--- src/rtl/signal_conflict_monitor_pkg.sv ---
// ============================================================================
// Module : signal_conflict_monitor_pkg
// Brief  : Light codes, fault codes, FSM states and helpers for the monitor.
// Rev    : 1.0  initial release
// ============================================================================
`default_nettype none

package signal_conflict_monitor_pkg;

   localparam logic [1:0] RED     = 2'd0;
   localparam logic [1:0] YELLOW  = 2'd1;
   localparam logic [1:0] GREEN   = 2'd2;
   localparam logic [1:0] ILLEGAL = 2'd3;

   localparam logic [2:0] FC_NONE     = 3'd0;
   localparam logic [2:0] FC_CONFLICT = 3'd1;
   localparam logic [2:0] FC_ILLEGAL  = 3'd2;
   localparam logic [2:0] FC_TRANS    = 3'd3;
   localparam logic [2:0] FC_YELLOW   = 3'd4;
   localparam logic [2:0] FC_ALLRED   = 3'd5;

   localparam logic [2:0] LAMP_RED    = 3'b001;
   localparam logic [2:0] LAMP_YELLOW = 3'b010;
   localparam logic [2:0] LAMP_GREEN  = 3'b100;

   typedef logic [1:0] state_t;
   localparam state_t ST_INIT  = 2'd0;
   localparam state_t ST_RUN   = 2'd1;
   localparam state_t ST_FAULT = 2'd2;

   // Code 3 never reaches the lamps (it faults), so it falls back to red.
   function automatic logic [2:0] decode_lamp(input logic [1:0] code);
      case (code)
         YELLOW:  decode_lamp = LAMP_YELLOW;
         GREEN:   decode_lamp = LAMP_GREEN;
         default: decode_lamp = LAMP_RED;
      endcase
   endfunction

   function automatic logic [2:0] encode_fault(input logic conflict,
                                               input logic illegal,
                                               input logic trans,
                                               input logic short_y,
                                               input logic short_ar);
      if (conflict)      encode_fault = FC_CONFLICT;
      else if (illegal)  encode_fault = FC_ILLEGAL;
      else if (trans)    encode_fault = FC_TRANS;
      else if (short_y)  encode_fault = FC_YELLOW;
      else if (short_ar) encode_fault = FC_ALLRED;
      else               encode_fault = FC_NONE;
   endfunction

endpackage

`default_nettype wire

--- src/rtl/signal_conflict_monitor_road_aspect_checker.sv ---
// ============================================================================
// Module : road_aspect_checker
// Brief  : Per-road sequence checker: previous code, yellow dwell counter.
// Rev    : 1.0  initial release
// ============================================================================
`default_nettype none

module road_aspect_checker
   import signal_conflict_monitor_pkg::*;
#(
   parameter int MIN_YELLOW = 3
) (
   input  logic       clk,
   input  logic       reset,
   input  logic [1:0] i_code,
   input  logic       i_adopt,
   input  logic       i_active,
   output logic       o_illegal_code,
   output logic       o_illegal_trans,
   output logic       o_short_yellow,
   output logic       o_r2g
);

   localparam int              c_YW   = $clog2(MIN_YELLOW + 1);
   localparam logic [c_YW-1:0] c_YMAX = c_YW'(MIN_YELLOW);
   localparam logic [c_YW-1:0] c_YONE = c_YW'(1);

   logic [1:0]      prev_q, prev_d;
   logic [c_YW-1:0] ycnt_q, ycnt_d;
   logic            w_hold;
   logic            w_step_ok;

   always_comb begin
      w_hold    = (i_code == prev_q);
      w_step_ok = (prev_q == GREEN  && i_code == YELLOW) ||
                  (prev_q == YELLOW && i_code == RED)    ||
                  (prev_q == RED    && i_code == GREEN);

      o_illegal_code  = (i_code == ILLEGAL);
      o_illegal_trans = !w_hold && !w_step_ok;
      o_short_yellow  = (prev_q == YELLOW) && (i_code == RED) && (ycnt_q < c_YMAX);
      o_r2g           = (prev_q == RED) && (i_code == GREEN);

      prev_d = prev_q;
      ycnt_d = ycnt_q;
      if (i_adopt) begin
         prev_d = i_code;
         ycnt_d = (i_code == YELLOW) ? c_YONE : '0;
      end else if (i_active) begin
         prev_d = i_code;
         if (i_code != YELLOW)
            ycnt_d = '0;
         else if (prev_q != YELLOW)
            ycnt_d = c_YONE;
         else if (ycnt_q < c_YMAX)
            ycnt_d = ycnt_q + c_YONE;
      end
   end

   always_ff @(posedge clk) begin
      if (reset) begin
         prev_q <= RED;
         ycnt_q <= '0;
      end else begin
         prev_q <= prev_d;
         ycnt_q <= ycnt_d;
      end
   end

endmodule

`default_nettype wire

--- src/rtl/signal_conflict_monitor.sv ---
// ============================================================================
// Module : signal_conflict_monitor
// Brief  : Decodes junction light codes to lamps and latches safety faults,
//          flashing both reds until reset.
//          Optional macro SIGNAL_MONITOR_FAULT_CLR_EN adds a fault_clr input.
// Rev    : 1.0  initial release
// ============================================================================
`default_nettype none

module signal_conflict_monitor
   import signal_conflict_monitor_pkg::*;
#(
   parameter int MIN_YELLOW = 3,
   parameter int MIN_ALLRED = 2,
   parameter int FLASH_DIV  = 8
) (
   input  logic       clk,
   input  logic       reset,
   input  logic [1:0] hi_way,
   input  logic [1:0] cnt_way,
`ifdef SIGNAL_MONITOR_FAULT_CLR_EN
   input  logic       fault_clr,
`endif
   output logic [2:0] hi_lamp,
   output logic [2:0] cnt_lamp,
   output logic       fault,
   output logic [2:0] fault_code
);

   localparam int              c_AW   = $clog2(MIN_ALLRED + 1);
   localparam logic [c_AW-1:0] c_AMAX = c_AW'(MIN_ALLRED);
   localparam logic [c_AW-1:0] c_AONE = c_AW'(1);
   localparam int              c_FW   = $clog2(FLASH_DIV + 1);
   localparam logic [c_FW-1:0] c_FEND = c_FW'(FLASH_DIV - 1);
   localparam logic [c_FW-1:0] c_FONE = c_FW'(1);

   state_t          state_q, state_d;
   logic [c_AW-1:0] allred_q, allred_d;
   logic [c_FW-1:0] flash_cnt_q, flash_cnt_d;
   logic            flash_on_q, flash_on_d;
   logic [2:0]      hi_lamp_q, hi_lamp_d;
   logic [2:0]      cnt_lamp_q, cnt_lamp_d;
   logic            fault_q, fault_d;
   logic [2:0]      fault_code_q, fault_code_d;

   logic       w_clr;
   logic       w_is_init, w_is_run;
   logic       w_hi_ill, w_hi_trans, w_hi_sy, w_hi_r2g;
   logic       w_cnt_ill, w_cnt_trans, w_cnt_sy, w_cnt_r2g;
   logic       w_conflict, w_short_ar;
   logic [2:0] w_cause;

`ifdef SIGNAL_MONITOR_FAULT_CLR_EN
   assign w_clr = fault_clr;
`else
   assign w_clr = 1'b0;
`endif

   assign w_is_init = (state_q == ST_INIT);
   assign w_is_run  = (state_q == ST_RUN);

   road_aspect_checker #(.MIN_YELLOW(MIN_YELLOW)) u_hi_chk (
      .clk             (clk),
      .reset           (reset),
      .i_code          (hi_way),
      .i_adopt         (w_is_init),
      .i_active        (w_is_run),
      .o_illegal_code  (w_hi_ill),
      .o_illegal_trans (w_hi_trans),
      .o_short_yellow  (w_hi_sy),
      .o_r2g           (w_hi_r2g)
   );

   road_aspect_checker #(.MIN_YELLOW(MIN_YELLOW)) u_cnt_chk (
      .clk             (clk),
      .reset           (reset),
      .i_code          (cnt_way),
      .i_adopt         (w_is_init),
      .i_active        (w_is_run),
      .o_illegal_code  (w_cnt_ill),
      .o_illegal_trans (w_cnt_trans),
      .o_short_yellow  (w_cnt_sy),
      .o_r2g           (w_cnt_r2g)
   );

   always_comb begin
      w_conflict = (hi_way == YELLOW || hi_way == GREEN) &&
                   (cnt_way == YELLOW || cnt_way == GREEN);
      // allred_q counts consecutive both-red samples up to the previous cycle.
      w_short_ar = (w_hi_r2g || w_cnt_r2g) && (allred_q < c_AMAX);

      if (w_is_init)
         w_cause = encode_fault(w_conflict, w_hi_ill || w_cnt_ill, 1'b0, 1'b0, 1'b0);
      else
         w_cause = encode_fault(w_conflict, w_hi_ill || w_cnt_ill,
                                w_hi_trans || w_cnt_trans,
                                w_hi_sy || w_cnt_sy, w_short_ar);

      state_d      = state_q;
      allred_d     = allred_q;
      flash_cnt_d  = flash_cnt_q;
      flash_on_d   = flash_on_q;
      hi_lamp_d    = hi_lamp_q;
      cnt_lamp_d   = cnt_lamp_q;
      fault_d      = fault_q;
      fault_code_d = fault_code_q;

      case (state_q)
         ST_INIT, ST_RUN: begin
            if (w_cause != FC_NONE) begin
               state_d      = ST_FAULT;
               fault_d      = 1'b1;
               fault_code_d = w_cause;
               flash_cnt_d  = '0;
               flash_on_d   = 1'b1;
               hi_lamp_d    = LAMP_RED;
               cnt_lamp_d   = LAMP_RED;
            end else begin
               state_d    = ST_RUN;
               hi_lamp_d  = decode_lamp(hi_way);
               cnt_lamp_d = decode_lamp(cnt_way);
               if (w_is_init)
                  allred_d = c_AMAX;
               else if (hi_way == RED && cnt_way == RED)
                  allred_d = (allred_q < c_AMAX) ? allred_q + c_AONE : allred_q;
               else
                  allred_d = '0;
            end
         end
         ST_FAULT: begin
            if (w_clr) begin
               state_d      = ST_INIT;
               fault_d      = 1'b0;
               fault_code_d = FC_NONE;
               allred_d     = '0;
               flash_cnt_d  = '0;
               flash_on_d   = 1'b1;
               hi_lamp_d    = LAMP_RED;
               cnt_lamp_d   = LAMP_RED;
            end else begin
               if (flash_cnt_q == c_FEND) begin
                  flash_cnt_d = '0;
                  flash_on_d  = !flash_on_q;
               end else begin
                  flash_cnt_d = flash_cnt_q + c_FONE;
               end
               hi_lamp_d  = {2'b00, flash_on_d};
               cnt_lamp_d = {2'b00, flash_on_d};
            end
         end
         default: state_d = ST_INIT;
      endcase
   end

   always_ff @(posedge clk) begin
      if (reset) begin
         state_q      <= ST_INIT;
         allred_q     <= '0;
         flash_cnt_q  <= '0;
         flash_on_q   <= 1'b1;
         hi_lamp_q    <= LAMP_RED;
         cnt_lamp_q   <= LAMP_RED;
         fault_q      <= 1'b0;
         fault_code_q <= FC_NONE;
      end else begin
         state_q      <= state_d;
         allred_q     <= allred_d;
         flash_cnt_q  <= flash_cnt_d;
         flash_on_q   <= flash_on_d;
         hi_lamp_q    <= hi_lamp_d;
         cnt_lamp_q   <= cnt_lamp_d;
         fault_q      <= fault_d;
         fault_code_q <= fault_code_d;
      end
   end

   assign hi_lamp    = hi_lamp_q;
   assign cnt_lamp   = cnt_lamp_q;
   assign fault      = fault_q;
   assign fault_code = fault_code_q;

endmodule

`default_nettype wire

--- config.mk ---
export PLATFORM = sky130hd
export DESIGN_NAME = signal_conflict_monitor
export DESIGN_NICKNAME = d
export VERILOG_FILES = /design/src/rtl/signal_conflict_monitor_pkg.sv /design/src/rtl/signal_conflict_monitor_road_aspect_checker.sv /design/src/rtl/signal_conflict_monitor.sv
export SDC_FILE = /design/constraint.sdc
export NUM_CORES = 1
export LEC_CHECK = 0
export ABC_AREA = 1
export ABC_CLOCK_PERIOD_IN_PS = 3000
export BUFFER_PORTS_ARGS = -buffer_cell sky130_fd_sc_hd__clkbuf_2
export CORE_MARGIN = 4
export CORE_UTILIZATION = 50
export DETAILED_ROUTE_END_ITERATION = 8
export PLACE_DENSITY = 0.69
export SYNTH_ARGS = -nofsm -noshare
export SYNTH_HDL_FRONTEND = slang
export SYNTH_HIERARCHICAL = 1
export SYNTH_SLANG_ARGS = --single-unit
--- constraint.sdc ---
create_clock -name clk -period 3 [get_ports clk]
set_clock_uncertainty 0.1 [all_clocks]
set_input_delay 0.6 -clock clk [delete_from_list [all_inputs] [get_ports clk]]
set_output_delay 0.6 -clock clk [all_outputs]
set_load 0.03 [all_outputs]
==> impl_results.md <==
- Syn. warnings: 6
- WP data arrival: 2.33 ns
- Commonest cells post-synth: 51 x nand2_1, 33 x inv_1, 31 x nor2_1, 27 x dfxtp_1, 16 x nand3_1
- First-pass DRT Iterations: 5
- Synthesized instance count: 243
- CP max-delay cell: dfxtp_1
- Final setup viols: 0
- Area taken by flip-flops and latches: 541 sq um
- Sequential share of power: 44.8%
- Syn_nets: 258
- Clock Sinks: 27
- CTS tree: built
- Number of global-route vias before repair: 1362
- Hpwl dp: 2.50 mm
- Post-synthesis cell area: 1670 sq um
- Cell Pwr Density: 574 nW/um^2
- Setup ws final: 0.812 ns
- Layout cells sized above 1: 21.2%
- Hold Slack: 0.374 ns
- IO Pins: 16
- Top cells by area, synth: dfxtp_1 32%, nand2_1 11%, inv_1 7.4%
- Asr flop ratio synth: 0%
- Multi-input logic area: 933 sq um
- First-pass GRT wire length: 5.81 mm
- Largest net degree at the start of global routing: 17
- Number of port buffers: 15
- Die height: 65.8 um
- Finished Layout Cells: 303
- Post-CTS Resized: 0
- Initial DRC count: 66
- Worst path max stage delay: 0.35 ns
- Syn avg cell area: 6.86 sq um
- Worst VDD drop: 294 uV
- Post-synth EDFFs: 0
- Routed vias/inst: 4.82
- Antenna violations before repair: 0
- Area delta synth->final: 7.95%
- Lkg Pwr: 0.886 nW
- Utilization after layout: 57.6%
- Synth cell types: 25
- Pre-CTS WS: 0.514 ns
- Final Hold Viols: 0
- Number of max-cap violations: 0
- Worst Tran Pin Value: 0.624 ns
- Wire per inst: 10.9 um
- Synthesized flop and latch total: 27
- Max-slew headroom: 58.2%
- CP bufs+invs: 0
- RSZ-0062 raised after global routing: no
- # fillers: 323
- Post-Route WL: 3.29 mm
- Critical path's most frequent cell: nand2_1
- Worst-Skew Late Latency: 0.34 ns
- Crit start category: register
- Core Area: 3130 sq um
- Most frequently used flop master after synthesis: dfxtp_1
- Part of the cycle the worst path needs: 72.9%
- Clock transition at the registers of the reported paths: 0.15 ns
- Cts hold-fix bufs: 0
- Status: finished, final reports clean
- FMAX: 457 MHz
- Hold crit path type: register to register
- CP Cell Sequence: ha_1 -> nor4_1 -> nor2_1 -> nand3_1 -> nand2_1 -> nand2_1 -> nand2_2 -> o21bai_4 -> nand2_1 -> nor2_1 -> nand3_1
- Die ar.: 4320 sq um
- Nets: 275
- WS Path Type: register to register
- Clock Tree Buf Depth: 2
- Fin crit period: 2.19 ns
- Initial core utilization: 53.3%
- Gate power share: 38.9%
- Net Sw Frac: 42.0%
- RD Place Congestion: 0.859
- Family with the most delay on the worst path: simple AND/OR/NAND/NOR gates
- ANT nets after route: 0
- CP max FO: 11
- Diodes inserted: 0
- Top cell type's share of synthesized area: 32.4%
- CP required: 3.14 ns
- Net Switching: 0.435 mW
- Post-CTS setup buffer count: 0
- Via count: 1461
- Total GRT Usage: 17.3%
- CTS buffer count: 3
- Post-route DRC: 0
- Setup crit end kind: register
- Sum of negative setup slack: 0 ns
- Die X: 65.8 um
- Clock network power share: 16.3%
- Most numerous cell in the Yosys netlist: nand2_1
- Dpl cells: 299
- Post-synthesis sequential area ratio: 32.4%
- Clock root cell: clkbuf_4
- GRT overflow: 0
- Internal power: 0.599 mW
- Area leader, netlist: dfxtp_1
- FP Rows: 20
- Pins over their slew limit: 0
- Htree depth: 1
[cells in the final DEF (no fill, tap or decap), drive strengths merged]
| cell | instances |
|---|---|
| o211ai | 2 |
| clkinv | 1 |
| xor2 | 2 |
| o21ai | 12 |
| o21bai | 1 |
| clkbuf | 18 |
| a21oi | 17 |
| ha | 9 |
| nand3 | 19 |
| or2 | 5 |
| inv | 40 |
| nor4 | 4 |
| clkinvlp | 1 |
| nand4 | 1 |
| nor2 | 37 |
| nand2 | 63 |
| dfxtp | 27 |
[routing by layer]
metal  share of wire, %  vias up  routed length, um  track usage [%]
met2                 42       22               1380             27.2
met4                2.9        0                 96             9.07
met5                  0        -                  0                0
met1                 52      632               1710             22.5
met3                3.4        9                111             2.91
li1                   -      798                  -                -
[logic make-up (layout without fill, tap and decap cells)]
family,after synthesis,after routing,synth area share (%)
xor gates and xnor gates,2,2,1.05
buffers and inverters,44,60,11.6
and+or+nand+nor,129,129,36.8
DFF,27,27,32.4
adders and majority gates,9,9,6.75
AOI/OAI and AO/OA,32,32,11.4
[tightest hold or removal path, delay by kind of cell (launching register included)]
| family | cells | cell delay [ns] |
|---|---|---|
| compound gates | 1 | 0.05 |
| buf+inv | 1 | 0.05 |
| flops | 1 | 0.34 |
[per-stage QoR]
stage | power, mW | cell area, sq um
after CTS | 1.05 | 1800
after detailed placement | 0.871 | 1770
after floorplan | 0.800 | 1670
after global placement | 0.869 | 1770
after global routing | 1.13 | 1800
final | 1.03 | 1800
[area by class of cell]
| cell class | instances | share of cell area, % |
|---|---|---|
| clock buffers | 3 | 1.25 |
| clock inverters | 1 | 0.417 |
| inverters | 41 | 9.24 |
| multi-input cells | 172 | 51.8 |
| flip-flops and latches | 27 | 30.0 |
| well taps | 44 | 3.06 |
| repair buffers | 15 | 4.17 |
[power by group through the flow]
stage	Sequential (mW)	Clock [mW]	Combinational [mW]
after floorplan	0.486	0	0.314
after global placement	0.470	0	0.399
after detailed placement	0.470	0	0.401
after CTS	0.463	0.181	0.404
after global routing	0.472	0.193	0.461
final	0.462	0.169	0.402
[final timing paths]
| kind | start | endpoint | slack (ns) | cells past startpoint |
|---|---|---|---|---|
| worst max-delay path | u_hi_chk/ycnt_q[0]$_SDFFE_PP0P_ | cnt_lamp[0]$_SDFFE_PP1P_ | 0.81 | 11 |
| worst min-delay path | fault$_SDFFE_PP0P_ | fault$_SDFFE_PP0P_ | 0.37 | 2 |
| worst max register to register | u_hi_chk/ycnt_q[0]$_SDFFE_PP0P_ | cnt_lamp[0]$_SDFFE_PP1P_ | 0.81 | 11 |
| worst min register to register | fault$_SDFFE_PP0P_ | fault$_SDFFE_PP0P_ | 0.37 | 2 |
[flip-flops by register name, indices dropped and copies added, names as in the netlist]
signal and cells:
cnt_lamp 3, u_cnt_chk/prev_q 2, allred_q 2, flash_cnt_q 4, flash_on_q 1, u_cnt_chk/ycnt_q 2
u_hi_chk/ycnt_q 2, fault 1, u_hi_chk/prev_q 2, hi_lamp 3, state_q 2, fault_code 3
Power figures use the tool's default switching activity.
